--- src/rtl/pre_if_stage.sv ---
// rtl/pre_if_stage.sv - Pre-IF stage: next-PC generation, inst SRAM request issue and redirect buffering
// Redirects arriving while a request is outstanding mark the in-flight fetch stale and are replayed afterwards.
module pre_if_stage #(
  parameter logic [31:0] RESET_PC = 32'h1C000000
) (
  input  logic        clk,
  input  logic        rst,
  input  logic        wb_ex,
  input  logic        ertn_flush,
  input  logic [31:0] ex_entry,
  input  logic [31:0] ertn_pc,
  input  logic        br_taken,
  input  logic [31:0] br_target,
  input  logic        br_stall,
  input  logic        fs_allowin,
  output logic        inst_sram_req,
  output logic [31:0] inst_sram_addr,
  input  logic        inst_sram_addr_ok,
  output logic        to_fs_valid,
  output logic [31:0] to_fs_pc,
  output logic        to_fs_adef,
  output logic        to_fs_discard
);

  localparam logic [1:0] S_RUN  = 2'd0;
  localparam logic [1:0] S_WAIT = 2'd1;
  localparam logic [1:0] S_HALT = 2'd2;

  localparam logic [1:0] K_BR   = 2'd0;
  localparam logic [1:0] K_ERTN = 2'd1;
  localparam logic [1:0] K_EX   = 2'd2;

  logic [1:0]  r_state;
  logic [31:0] r_seq_pc;
  logic        r_rb_valid;
  logic [1:0]  r_rb_kind;
  logic [31:0] r_rb_target;
  logic        r_stale;
  logic [31:0] r_addr;
  logic        r_from_rb;

  logic        w_redir_now;
  logic [1:0]  w_ev_kind;
  logic [31:0] w_ev_target;
  logic        w_rb_write;
  logic [31:0] w_next_pc;
  logic        w_run_go;
  logic        w_misal;
  logic        w_adef_hand;
  logic        w_req;
  logic [31:0] w_req_addr;
  logic        w_accept;
  logic        w_src_rb;
  logic        w_rb_clear;

  assign w_redir_now = wb_ex | ertn_flush | br_taken;

  always_comb begin
    w_ev_kind   = K_BR;
    w_ev_target = br_target;
    if (wb_ex) begin
      w_ev_kind   = K_EX;
      w_ev_target = ex_entry;
    end else if (ertn_flush) begin
      w_ev_kind   = K_ERTN;
      w_ev_target = ertn_pc;
    end
  end

  // A lower-priority event never displaces a buffered higher-priority one.
  always_comb begin
    w_rb_write = 1'b0;
    if (wb_ex)
      w_rb_write = 1'b1;
    else if (ertn_flush)
      w_rb_write = !(r_rb_valid && (r_rb_kind == K_EX));
    else if (br_taken)
      w_rb_write = !(r_rb_valid && (r_rb_kind != K_BR));
  end

  assign w_next_pc   = r_rb_valid ? r_rb_target : (r_seq_pc + 32'd4);
  assign w_run_go    = (r_state == S_RUN) && !w_redir_now && !br_stall && fs_allowin;
  assign w_misal     = |w_next_pc[1:0];
  assign w_adef_hand = !rst && w_run_go && w_misal;
  assign w_req       = !rst && ((w_run_go && !w_misal) || (r_state == S_WAIT));
  assign w_req_addr  = (r_state == S_WAIT) ? r_addr : w_next_pc;
  assign w_accept    = w_req && inst_sram_addr_ok;

  // In WAIT the buffer only counts as the source if no redirect has touched it since issue.
  assign w_src_rb    = (r_state == S_WAIT) ? r_from_rb : r_rb_valid;
  assign w_rb_clear  = (w_accept && w_src_rb && !w_redir_now) || w_adef_hand;

  assign inst_sram_req  = w_req;
  assign inst_sram_addr = w_req ? w_req_addr : 32'd0;
  assign to_fs_valid    = w_accept || w_adef_hand;
  assign to_fs_pc       = w_accept ? w_req_addr : (w_adef_hand ? w_next_pc : 32'd0);
  assign to_fs_adef     = w_adef_hand;
  assign to_fs_discard  = w_accept && (r_stale || w_redir_now);

  always_ff @(posedge clk or posedge rst) begin
    if (rst) begin
      r_rb_valid  <= 1'b0;
      r_rb_kind   <= K_BR;
      r_rb_target <= 32'd0;
    end else if (w_rb_write) begin
      r_rb_valid  <= 1'b1;
      r_rb_kind   <= w_ev_kind;
      r_rb_target <= w_ev_target;
    end else if (w_rb_clear) begin
      r_rb_valid  <= 1'b0;
    end
  end

  always_ff @(posedge clk or posedge rst) begin
    if (rst) begin
      r_state   <= S_RUN;
      r_seq_pc  <= RESET_PC - 32'd4;
      r_stale   <= 1'b0;
      r_addr    <= 32'd0;
      r_from_rb <= 1'b0;
    end else begin
      case (r_state)
        S_RUN: begin
          if (w_adef_hand) begin
            r_seq_pc <= w_next_pc;
            r_state  <= S_HALT;
          end else if (w_req) begin
            if (inst_sram_addr_ok) begin
              r_seq_pc <= w_next_pc;
            end else begin
              r_addr    <= w_next_pc;
              r_from_rb <= r_rb_valid;
              r_state   <= S_WAIT;
            end
          end
        end
        S_WAIT: begin
          if (w_redir_now) begin
            r_stale   <= 1'b1;
            r_from_rb <= 1'b0;
          end
          if (inst_sram_addr_ok) begin
            r_seq_pc <= r_addr;
            r_stale  <= 1'b0;
            r_state  <= S_RUN;
          end
        end
        S_HALT: begin
          if (w_redir_now)
            r_state <= S_RUN;
        end
        default: r_state <= S_RUN;
      endcase
    end
  end

endmodule

--- config.mk ---
export PLATFORM = sky130hd
export DESIGN_NAME = pre_if_stage
export DESIGN_NICKNAME = d
export VERILOG_FILES = /design/src/rtl/pre_if_stage.sv
export SDC_FILE = /design/constraint.sdc
export NUM_CORES = 1
export LEC_CHECK = 0
export ABC_AREA = 0
export CORE_MARGIN = 8
export CORE_UTILIZATION = 50
export CTS_CLUSTER_DIAMETER = 200
export DETAILED_ROUTE_END_ITERATION = 16
export DONT_BUFFER_PORTS = 1
export SLEW_MARGIN = 20
export SYNTH_ARGS = -nofsm -noshare
export SYNTH_HDL_FRONTEND = slang
export SYNTH_SLANG_ARGS = --single-unit
--- constraint.sdc ---
create_clock -name clk -period 9.2 [get_ports clk]
set_input_delay 0.46 -clock clk [delete_from_list [all_inputs] [get_ports clk]]
set_output_delay 0.46 -clock clk [all_outputs]
set_load 0.01 [all_outputs]
## Word level (Yosys, flattened, before mapping)

Cells that the tools add are included.

| storage, ports and cells | value |
|---|---|
| register bits | 103 |
| bits of input ports | 104 |
| output and inout port bits | 68 |

| operators by class | value |
|---|---|
| bitwise logic cells | 4 |
| equality and inequality tests | 12 |
| reduce and logical (&&, ||, !) cells | 34 |
| muxes and demuxes | 33 |
| add/sub/neg operators | 1 |

Operators with widths:

| cell | number |
|---|---|
| $mux 32 | 11 |
| $pmux 32 s2 | 1 |
| $add 32x3->32 const B | 1 |
| $logic_and 1x1->1 | 13 |
| $mux 1 | 13 |
| $mux 2 | 6 |
| $ne 2x2->1 const B | 6 |
| $reduce_and 4->1 | 3 |
| $ne 3x3->1 const B | 3 |
| $reduce_bool 2->1 | 4 |
| $logic_not 1->1 | 6 |
| $pmux 2 s3 | 1 |
| $reduce_and 5->1 | 1 |
| $eq 2x2->1 const B | 2 |
| $logic_or 1x1->1 | 4 |
| $eq 2x1->1 const B | 1 |
| $logic_not 2->1 | 1 |
| $not 1->1 | 2 |
| $or 1x1->1 | 2 |
| $pmux 1 s2 | 1 |
| $reduce_and 2->1 | 1 |
| $reduce_or 2->1 | 1 |

## Logic depth before layout (Yosys ltp)

Gate-level depths: netlist of the first run.

| logic depth | value |
|---|---|
| depth after elaboration | 15 |
| gate-level depth with buffers | 9 |

## Least setup slack after synthesis of the first run

No wires, ideal clock.

| timing | value |
|---|---|
| path type | input port to output port |
| start | input port rst |
| end | output port to_fs_pc[30] |
| arrival time | 3.701 ns |
| data required time | 8.740 ns |
| slack | 5.039 ns |
| buffers on the path | 1 |
| stages | 8 |
| cells stage by stage | inv_1 > nand2_1 > nand2_1 > nand2_1 > inv_1 > nand2_1 > clkbuf_1 > o22ai_1 |

| on the way | value |
|---|---|
| elaborated cells between the ends (all ways) | 7 |
| classes of those cells | mux: 2; reduce/logical: 5 |

RTL lines:

| item | RTL line | source |
|---|---|---|
| start: declaration | 7 | `input logic rst,` |
| $logic_not 1->1 (no line) | -- |  |
| $logic_and 1x1->1 | 85 | `assign w_req = !rst && ((w_run_go && !w_misal) \|\| (r_state == S_WAIT));` |
| named net inst_sram_req | 16 | `output logic inst_sram_req,` |
| $logic_and 1x1->1 | 87 | `assign w_accept = w_req && inst_sram_addr_ok;` |
| $mux 32 | 96 | `assign to_fs_pc = w_accept ? w_req_addr : (w_adef_hand ? w_next_pc : 32'd0);` |
| end: declaration | 20 | `output logic [31:0] to_fs_pc,` |

The timed path passes the listed nets, and every way through them passes these cells.

## Worst setup path after layout of the first run

| timing | value |
|---|---|
| start | register r_seq_pc[2] |
| end | output port to_fs_pc[18] |

| on the way | value |
|---|---|
| cells in the longest elaborated chain, start to end | 4 |
| elaborated cells between the ends (all ways) | 5 |
| classes of those cells | add/sub: 1; mux: 4 |

RTL lines:

| item | RTL line | source |
|---|---|---|
| start: declaration | 34 | `logic [31:0] r_seq_pc;` |
| start signal: assignment | 117 | `r_seq_pc <= RESET_PC - 32'd4;` |
| start signal: assignment | 125 | `r_seq_pc <= w_next_pc;` |
| start signal: assignment | 129 | `r_seq_pc <= w_next_pc;` |
| $add 32x3->32 * | 81 | `assign w_next_pc = r_rb_valid ? r_rb_target : (r_seq_pc + 32'd4);` |
| $mux 32 * | 81 |  |
| $mux 32, on equally long branches | 96, 86 |  |
| $mux 32 * | 96 |  |

Every way passes the cells marked *; elsewhere a longest branch is shown, timed or not.

==> summary.md, run 1 <==
| Metric | Value |
|---|---|
| Outcome | finished with violations |
| Violations in the final reports | negative hold slack |
| Avg Vias per Cell | 5.93 |
| Io pins | 172 |
| Number of antenna diodes | 0 |
| Overflow left after global routing | 0 |
| Number of clock sinks | 103 |
| Routed wire per std cell | 19.4 um |
| Total number of placement rows | 41 |
| Number of enable flip-flop cells after synthesis | 0 |
| Crit path top cell by count | nand3_1 |
| Inst Count DP | 904 |
| Die boundary height | 129 um |
| Minimum setup slack after placement | 6.09 ns |
| Maximum clock insertion buffer count | 2 |
| Worst setup EP type | output port |
| Cell with the largest stage delay on the worst path | a221oi_1 |
| Filler cells | 1,243 |
| Total length of routed wires | 17.9 mm |
| Syn nets | 891 |
| Number of search-and-repair iterations in the first detailed-routing pass | 5 |
| Fraction of post-synthesis cell area in the top cell type by area | 0.304 |
| Port-buffer cells | 0 |
| Hold WC Path Type | input pin to async pin |
| Initial cell density of the core | 0.507 |
| Critical path's top delay family | simple AND/OR/NAND/NOR gates |
| DPL Wire Length | 13.0 mm |
| TritonCTS clock tree | built |
| Maximum number of pins on one net before global-route repair | 70 |
| CTS clock-pin slew for the worst setup and hold paths | 0.07 ns |
| Number of vias after detailed routing | 5,458 |
| CTS Root Cell | clkbuf_16 |
| Post-synthesis instance total | 786 |
| Non-filler instance count after layout | 921 |
| Clock tree skew after final layout | 0.00941 ns |
| Total power | 1.27 mW |
| Hold WS | -0.00334 ns |
| Static power due to leakage | 2.69 nW |
| Areal power density over the cells | 189 nW/um^2 |
| Period utilisation layout | 0.388 |
| Placed standard-cell area | 6400 um^2 |
| Number of global-route vias before repair | 5,302 |
| DRC | 0 |
| Final critical path time including I/O delays and setup | 3.57 ns |
| Number of setup violations in the final report | 0 |
| Part of the Yosys area used for sequential elements | 0.411 |
| Global placer's final weighted congestion | 0.896 |
| Starting DRC count in detailed routing | 343 |
| Synth cell types | 56 |
| # H-tree levels | 3 |
| Aggregate negative setup slack | 0 ns |
| Crit-path max FO | 6 |
| Most instantiated flip-flop cell in the synthesis netlist | dfrtp_1 |
| Fraction of registers with async set or reset after synthesis | 1.00 |
| Critical Path Source Type | flop |
| Die Footprint | 16,500 um^2 |
| Number of setup buffers added after CTS | 0 |
| Ordered cell list for the critical path | ha_1, nand3_1, nor4_1, nand3_1, xnor2_1, a221oi_1, o22ai_1 |
| Crit path kind | flop to output port |
| Combined global-route utilization of all metal layers | 0.219 |
| Number of slew-limit violations in the final report | 0 |
| Buffers & Inverters on Critical Path | 0 |
| Endpoints failing hold | 1 |
| Number of clock buffers inserted by TritonCTS | 9 |
| Dominant cell type by area after synthesis | dfrtp_1 |
| Overall die width | 129 um |
| Antenna violations before repair | 0 |
| Cts-stage hold buffer count | 0 |
| Number of maximum-capacitance constraint violations | 0 |
| Area of the mapped netlist | 6340 um^2 |
| Critical path data arrival time | 3.11 ns |
| Leading post-synthesis cells by cell area | dfrtp_1, dfstp_2, o21ai_0 |
| Avg Synthesized Cell Area | 8.07 um^2 |
| Antenna Nets Post-Route | 0 |
| Area Overhead vs Synth | 5.84% |
| Area of the core region | 12,500 um^2 |
| Pin slew with the least headroom to its limit | 0.986 ns |
| Layout net count | 849 |
| Fraction of final layout cells sized beyond drive strength 1 | 0.0881 |
| Clock latency on the worst-skew pair | 0.34 ns |
| Number of warnings issued by yosys | 0 |
| Max rail drop VDD | 0.0894 mV |
| Longest individual stage delay on the worst path | 0.59 ns |
| Worst Slack Setup Final | 5.63 ns |
| Non-Filler Cell Area, Final | 6710 um^2 |
| Highest clock rate | 0.280 GHz |
| Max-slew headroom at the worst pin | 0.342 |
| Setup repair after global routing missed its margin | false |
| Number of synthesized register bits | 103 |
| Post-layout utilization of the core | 0.536 |
| Critical path required time | 8.74 ns |
| Resize count post-CTS | 0 |
| Global-route wire length before repair | 28.5 mm |
-- synthesized netlist by cell type (3+ instances only) --
library cell / number
a21oi_1: 49
xnor2_1: 9
and2_1: 3
buf_4: 3
or3_1: 4
a21o_1: 3
o21ai_0: 103
nor2_1: 86
nand2_1: 137
and3_1: 8
buf_1: 4
nor4_1: 10
nand4_1: 9
dfstp_2: 26
mux2i_1: 50
a221oi_1: 6
o31ai_1: 7
nand3_1: 16
nand2b_1: 6
xor2_1: 7
dfrtp_1: 77
o22ai_1: 32
nor3_1: 10
o31a_1: 3
buf_2: 10
o21a_1: 18
clkbuf_1: 44
inv_1: 11
or4_1: 3
-- cells in the final DEF, fill, tap and decap left out, drive strengths merged, types with 4 or more instances in the layout --
| master | instances |
|---|---|
| xor2 | 7 |
| buf | 9 |
| o21ai | 104 |
| o21a | 19 |
| mux2i | 50 |
| nand3 | 16 |
| and4 | 4 |
| nor3 | 12 |
| nand2 | 137 |
| nor4 | 10 |
| a221oi | 6 |
| a21oi | 49 |
| nand2b | 6 |
| or3 | 5 |
| dfrtp | 77 |
| nor2 | 86 |
| and3 | 9 |
| dfstp | 26 |
| xnor2 | 9 |
| clkbuf | 11 |
| o22ai | 33 |
| nand4 | 11 |
| inv | 12 |
| o31ai | 7 |
-- worst reg2reg max path, stage by stage, from the launching register on --
cell      delay [ns]
dfstp_2         0.58
ha_1            0.25
nand3_1         0.16
nor4_1          0.57
nand3_1         0.18
xnor2_1         0.18
a221oi_1        0.59
o21ai_0         0.17
-- layer usage --
metal	wire length, um	track usage
met1	8370	0.305
met2	7610	0.317
met3	1510	0.0625
met4	363	0.0795
met5	0	0
-- path summary, 6_finish.rpt --
kind | cells past startpoint | slack (ns) | endpoint | startpoint
max | 7 | 5.63 | to_fs_pc[18] | r_seq_pc[2]$_DFFE_PP1P_
min | 1 | -0.003 | r_state[0]$_DFFE_PP0P_ | rst
max reg2reg | 7 | 6.43 | r_seq_pc[18]$_DFFE_PP1P_ | r_seq_pc[2]$_DFFE_PP1P_
min reg2reg | 2 | 0.48 | r_addr[7]$_DFFE_PP0P_ | r_addr[7]$_DFFE_PP0P_
max in group asynchronous | 2 | 7.96 | r_addr[9]$_DFFE_PP0P_ | rst
min in group clk | 1 | 0.18 | r_rb_kind[0]$_DFFE_PP0P_ | wb_ex
-- flip-flops by register name, indices dropped and copies added (netlist names) --
register     count
r_seq_pc        32
r_from_rb        1
r_rb_target     32
r_stale          1
r_state          2
r_addr          32
r_rb_valid       1
r_rb_kind        2
-- cells by family (layout without fill, tap and decap cells) --
| group | count (synthesis) | in the layout | synth area share |
|---|---|---|---|
| DFF | 103 | 103 | 0.411 |
| AOI/OAI and AO/OA | 236 | 236 | 0.219 |
| muxes | 51 | 51 | 0.0807 |
| and+or+nand+nor | 306 | 306 | 0.218 |
| buffers and inverters | 73 | 36 | 0.0471 |
| adders and majority gates | 1 | 1 | 0.00197 |
| xor gates and xnor gates | 16 | 16 | 0.0221 |
-- area by class of cell --
| class | count | area, um^2 | share of cell area |
|---|---|---|---|
| multi-input cells | 610 | 3470 | 0.516 |
| flip-flops and latches | 103 | 2610 | 0.389 |
| clock buffers | 11 | 233 | 0.0347 |
| well taps | 172 | 215 | 0.0321 |
| repair buffers | 9 | 87.6 | 0.0130 |
| clock inverters | 5 | 57.6 | 0.00857 |
| inverters | 11 | 43.8 | 0.00652 |
-- power by group --
part           switching (mW)  leakage, nW  internal [mW]
logic                   0.130         1.28         0.0980
clock network           0.167        0.144          0.212
registers              0.0999         1.26          0.559
Note: power is estimated with default switching activity, not from simulation.
==> run 2, diff against run 1 <==
==> constraint.sdc (replaced) <==
create_clock -name clk -period 3.6 [get_ports clk]
set_input_delay 0.18 -clock clk [delete_from_list [all_inputs] [get_ports clk]]
set_output_delay 0.18 -clock clk [all_outputs]
set_load 0.01 [all_outputs]
==> run 2 against run 1 <==
The run now ends clean. Sequential power increased to 2.5 times the previous value. Worst setup slack got worse by 5.2 ns. Clock power increased by 150%. Global-route usage increased by 0.79 points. Sequential share of layout area decreased by 1.9 points. Clock-buffer cell count decreased by 1. Cell count increased by 5.3%. Clock skew decreased by 0.0022 ns. Critical path depth increased by 1. Core utilization increased by 2.8 points. Worst hold slack improved by 0.027 ns.
==> summary.md, run 2 (synthesis results as in run 1) <==
| Metric | Value |
|---|---|
| Critical path's top delay family | simple AND/OR/NAND/NOR gates (unchanged) |
| Max rail drop VDD | 0.229 mV (was 0.0894 mV) |
| Largest registers in the final layout | r_addr x32, r_rb_target x32, r_seq_pc x32 (unchanged) |
| Number of maximum-capacitance constraint violations | 0 (unchanged) |
| Maximum clock insertion buffer count | 2 (unchanged) |
| Number of clock buffers inserted by TritonCTS | 9 (unchanged) |
| Global placer's final weighted congestion | 0.884 (was 0.896) |
| Die Footprint | 16,500 um^2 (unchanged) |
| Placed standard-cell area | 6740 um^2 (was 6400 um^2) |
| Total length of routed wires | 18.2 mm (was 17.9 mm) |
| Overflow left after global routing | 0 (unchanged) |
| Proportion of power drawn by the clock network | 0.292 (was 0.299) |
| Number of clock sinks | 103 (unchanged) |
| Final critical path time including I/O delays and setup | 3.21 ns |
| Maximum number of pins on one net before global-route repair | 69 (was 70) |
| Endpoints failing hold | 0 (was 1) |
| Number of setup buffers added after CTS | 0 (unchanged) |
| Global-route wire length before repair | 29.5 mm (was 28.5 mm) |
| Fraction of final layout cells sized beyond drive strength 1 | 0.142 (was 0.0881) |
| Most frequent standard cell in the layout excluding fill and tap cells | nand2_1 (unchanged) |
| Overall die width | 129 um (unchanged) |
| Total number of placement rows | 41 (unchanged) |
| Aggregate negative setup slack | 0 ns (unchanged) |
| CTS clock-pin slew for the worst setup and hold paths | 0.07 ns (about the same) |
| Pin slew with the least headroom to its limit | 0.955 ns (was 0.986 ns) |
| Outcome | finished, final reports clean (was finished with violations) |
| Critical path data arrival time | 3.03 ns (was 3.11 ns) |
| P_int | 2.17 mW (was 0.869 mW) |
| Area of the core region | 12,500 um^2 (unchanged) |
| Io pins | 172 (unchanged) |
| Clock tree skew after final layout | 0.00723 ns (was 0.00941 ns) |
| Non-filler instance count after layout | 970 (was 921) |
| Post-layout utilization of the core | 0.565 (was 0.536) |
| DPL Wire Length | 13.4 mm (was 13.0 mm) |
| Static power due to leakage | 2.92 nW (was 2.69 nW) |
| Hold WC Path Type | input pin to flop (was input pin to async pin) |
| TritonCTS clock tree | built (unchanged) |
| Portion of total power attributed to sequential cells | 0.526 (was 0.521) |
| Crit path kind | flop to output port (unchanged) |
| CTS Root Cell | clkbuf_16 (unchanged) |
| Starting DRC count in detailed routing | 365 (was 343) |
| Highest clock rate | 0.312 GHz |
| Period utilisation layout | 0.890 |
| Setup repair after global routing missed its margin | false (unchanged) |
| Number of setup violations in the final report | 0 (unchanged) |
| Cell with the largest stage delay on the worst path | dfstp_2 (was a221oi_1) |
| Layout net count | 898 (was 849) |
| Inst Count DP | 950 (was 904) |
| Switching fraction of total power | 0.321 (was 0.314) |
| Critical Path Source Type | flop (unchanged) |
| Switching Power | 1.03 mW (was 0.397 mW) |
| Power share of the combinational group | 0.182 (was 0.180) |
| Initial cell density of the core | 0.507 (unchanged) |
| Number of vias after detailed routing | 5,577 (was 5,458) |
| Critical path required time | 3.42 ns (was 8.74 ns) |
| Crit path top cell by count | nand3_1 (unchanged) |
| Antenna violations before repair | 0 (unchanged) |
| Buffers & Inverters on Critical Path | 1 (was 0) |
| Crit-path max FO | 6 (unchanged) |
| Area Overhead vs Synth | 11.4% (was 5.84%) |
| Commonest cells after routing, fill and taps aside | nand2_1, o21ai_0, nor2_1 (unchanged) |
| Max-slew headroom at the worst pin | 0.361 (was 0.342) |
| Routed wire per std cell | 18.7 um (was 19.4 um) |
| Number of antenna diodes | 0 (unchanged) |
| Clock latency on the worst-skew pair | 0.35 ns (was 0.34 ns) |
| DRC | 0 (unchanged) |
| Number of search-and-repair iterations in the first detailed-routing pass | 5 (unchanged) |
| Longest individual stage delay on the worst path | 0.58 ns (was 0.59 ns) |
| Number of global-route vias before repair | 5,605 (was 5,302) |
| Avg Vias per Cell | 5.75 (was 5.93) |
| Antenna Nets Post-Route | 0 (unchanged) |
| # H-tree levels | 3 (unchanged) |
| Port-buffer cells | 0 (unchanged) |
| Non-Filler Cell Area, Final | 7070 um^2 (was 6710 um^2) |
| Worst setup EP type | output port (unchanged) |
| Areal power density over the cells | 453 nW/um^2 (was 189 nW/um^2) |
| Die boundary height | 129 um (unchanged) |
| Worst Slack Setup Final | 0.395 ns (was 5.63 ns) |
| Minimum setup slack after placement | 0.794 ns (was 6.09 ns) |
| Combined global-route utilization of all metal layers | 0.227 (was 0.219) |
| Number of slew-limit violations in the final report | 0 (unchanged) |
| Ordered cell list for the critical path | ha_1, nand3_1, nor4_1, nand3_1, xnor2_1, a221oi_1, o22ai_1, buf_4 (was ha_1, nand3_1, nor4_1, nand3_1, xnor2_1, a221oi_1, o22ai_1) |
## run 2: stage by stage
stage / hold WS [ns] / total power [mW]
6_report: 0.0239 / 3.20
3_5_place_dp: 0.257 / 2.27
2_1_floorplan: 0.272 / 2.12
5_1_grt: 0.0216 / 3.40
3_3_place_gp: 0.255 / 2.25
4_1_cts: 0.0145 / 3.23
## run 2: worst register-to-register path, delay by kind of cell, from the launching register on
kind | cells | cell delay [ns]
AOI/OAI and AO/OA | 2 | 0.46
buffers and inverters | 2 | 0.54
DFF | 1 | 0.39
and+or+nand+nor | 5 | 1.07
## run 2: layer usage
layer	vias up	track usage	part of all wire
li1	2808	-	-
met3	16	0.0567	0.071
met2	193	0.343	0.44
met5	-	0	0
met4	0	0.0712	0.014
met1	2560	0.313	0.48
## run 2: worst paths after layout
| path | endpoint | start | slack, ns | cells after the start |
|---|---|---|---|---|
| worst max-delay path | to_fs_pc[18] | r_seq_pc[2]$_DFFE_PP1P_ | 0.39 | 8 |
| worst min-delay path | r_rb_target[17]$_DFFE_PP0P_ | wb_ex | 0.02 | 2 |
| worst max register to register | r_rb_valid$_DFFE_PP0P_ | r_rb_target[0]$_DFFE_PP0P_ | 1.01 | 9 |
| worst min register to register | r_rb_target[20]$_DFFE_PP0P_ | r_rb_target[20]$_DFFE_PP0P_ | 0.47 | 2 |
| max in group asynchronous | r_addr[20]$_DFFE_PP0P_ | rst | 1.90 | 4 |
| min in group asynchronous | r_rb_target[16]$_DFFE_PP0P_ | rst | 0.48 | 3 |
## run 2: area by class of cell
type	count	area (um^2)
Inverter	11	45.0
Multi-Input combinational cell	610	3470
Clock buffer	10	239
Timing Repair Buffer	58	445
Fill cell	1167	5450
Clock inverter	6	45.0
Tap cell	172	215
Sequential cell	103	2610
## run 2: what timing repair did
item	CTS	global route
hold endpoints to repair	38	0
hold buffers	4	0
gates resized for setup	0	0
## run 2: power groups by stage
stage	Combinational [mW]	Clock, mW	Sequential (mW)
2_1_floorplan	0.538	0	1.58
3_3_place_gp	0.567	0	1.68
3_5_place_dp	0.579	0	1.70
4_1_cts	0.588	0.966	1.68
5_1_grt	0.670	1.01	1.72
6_report	0.583	0.936	1.68
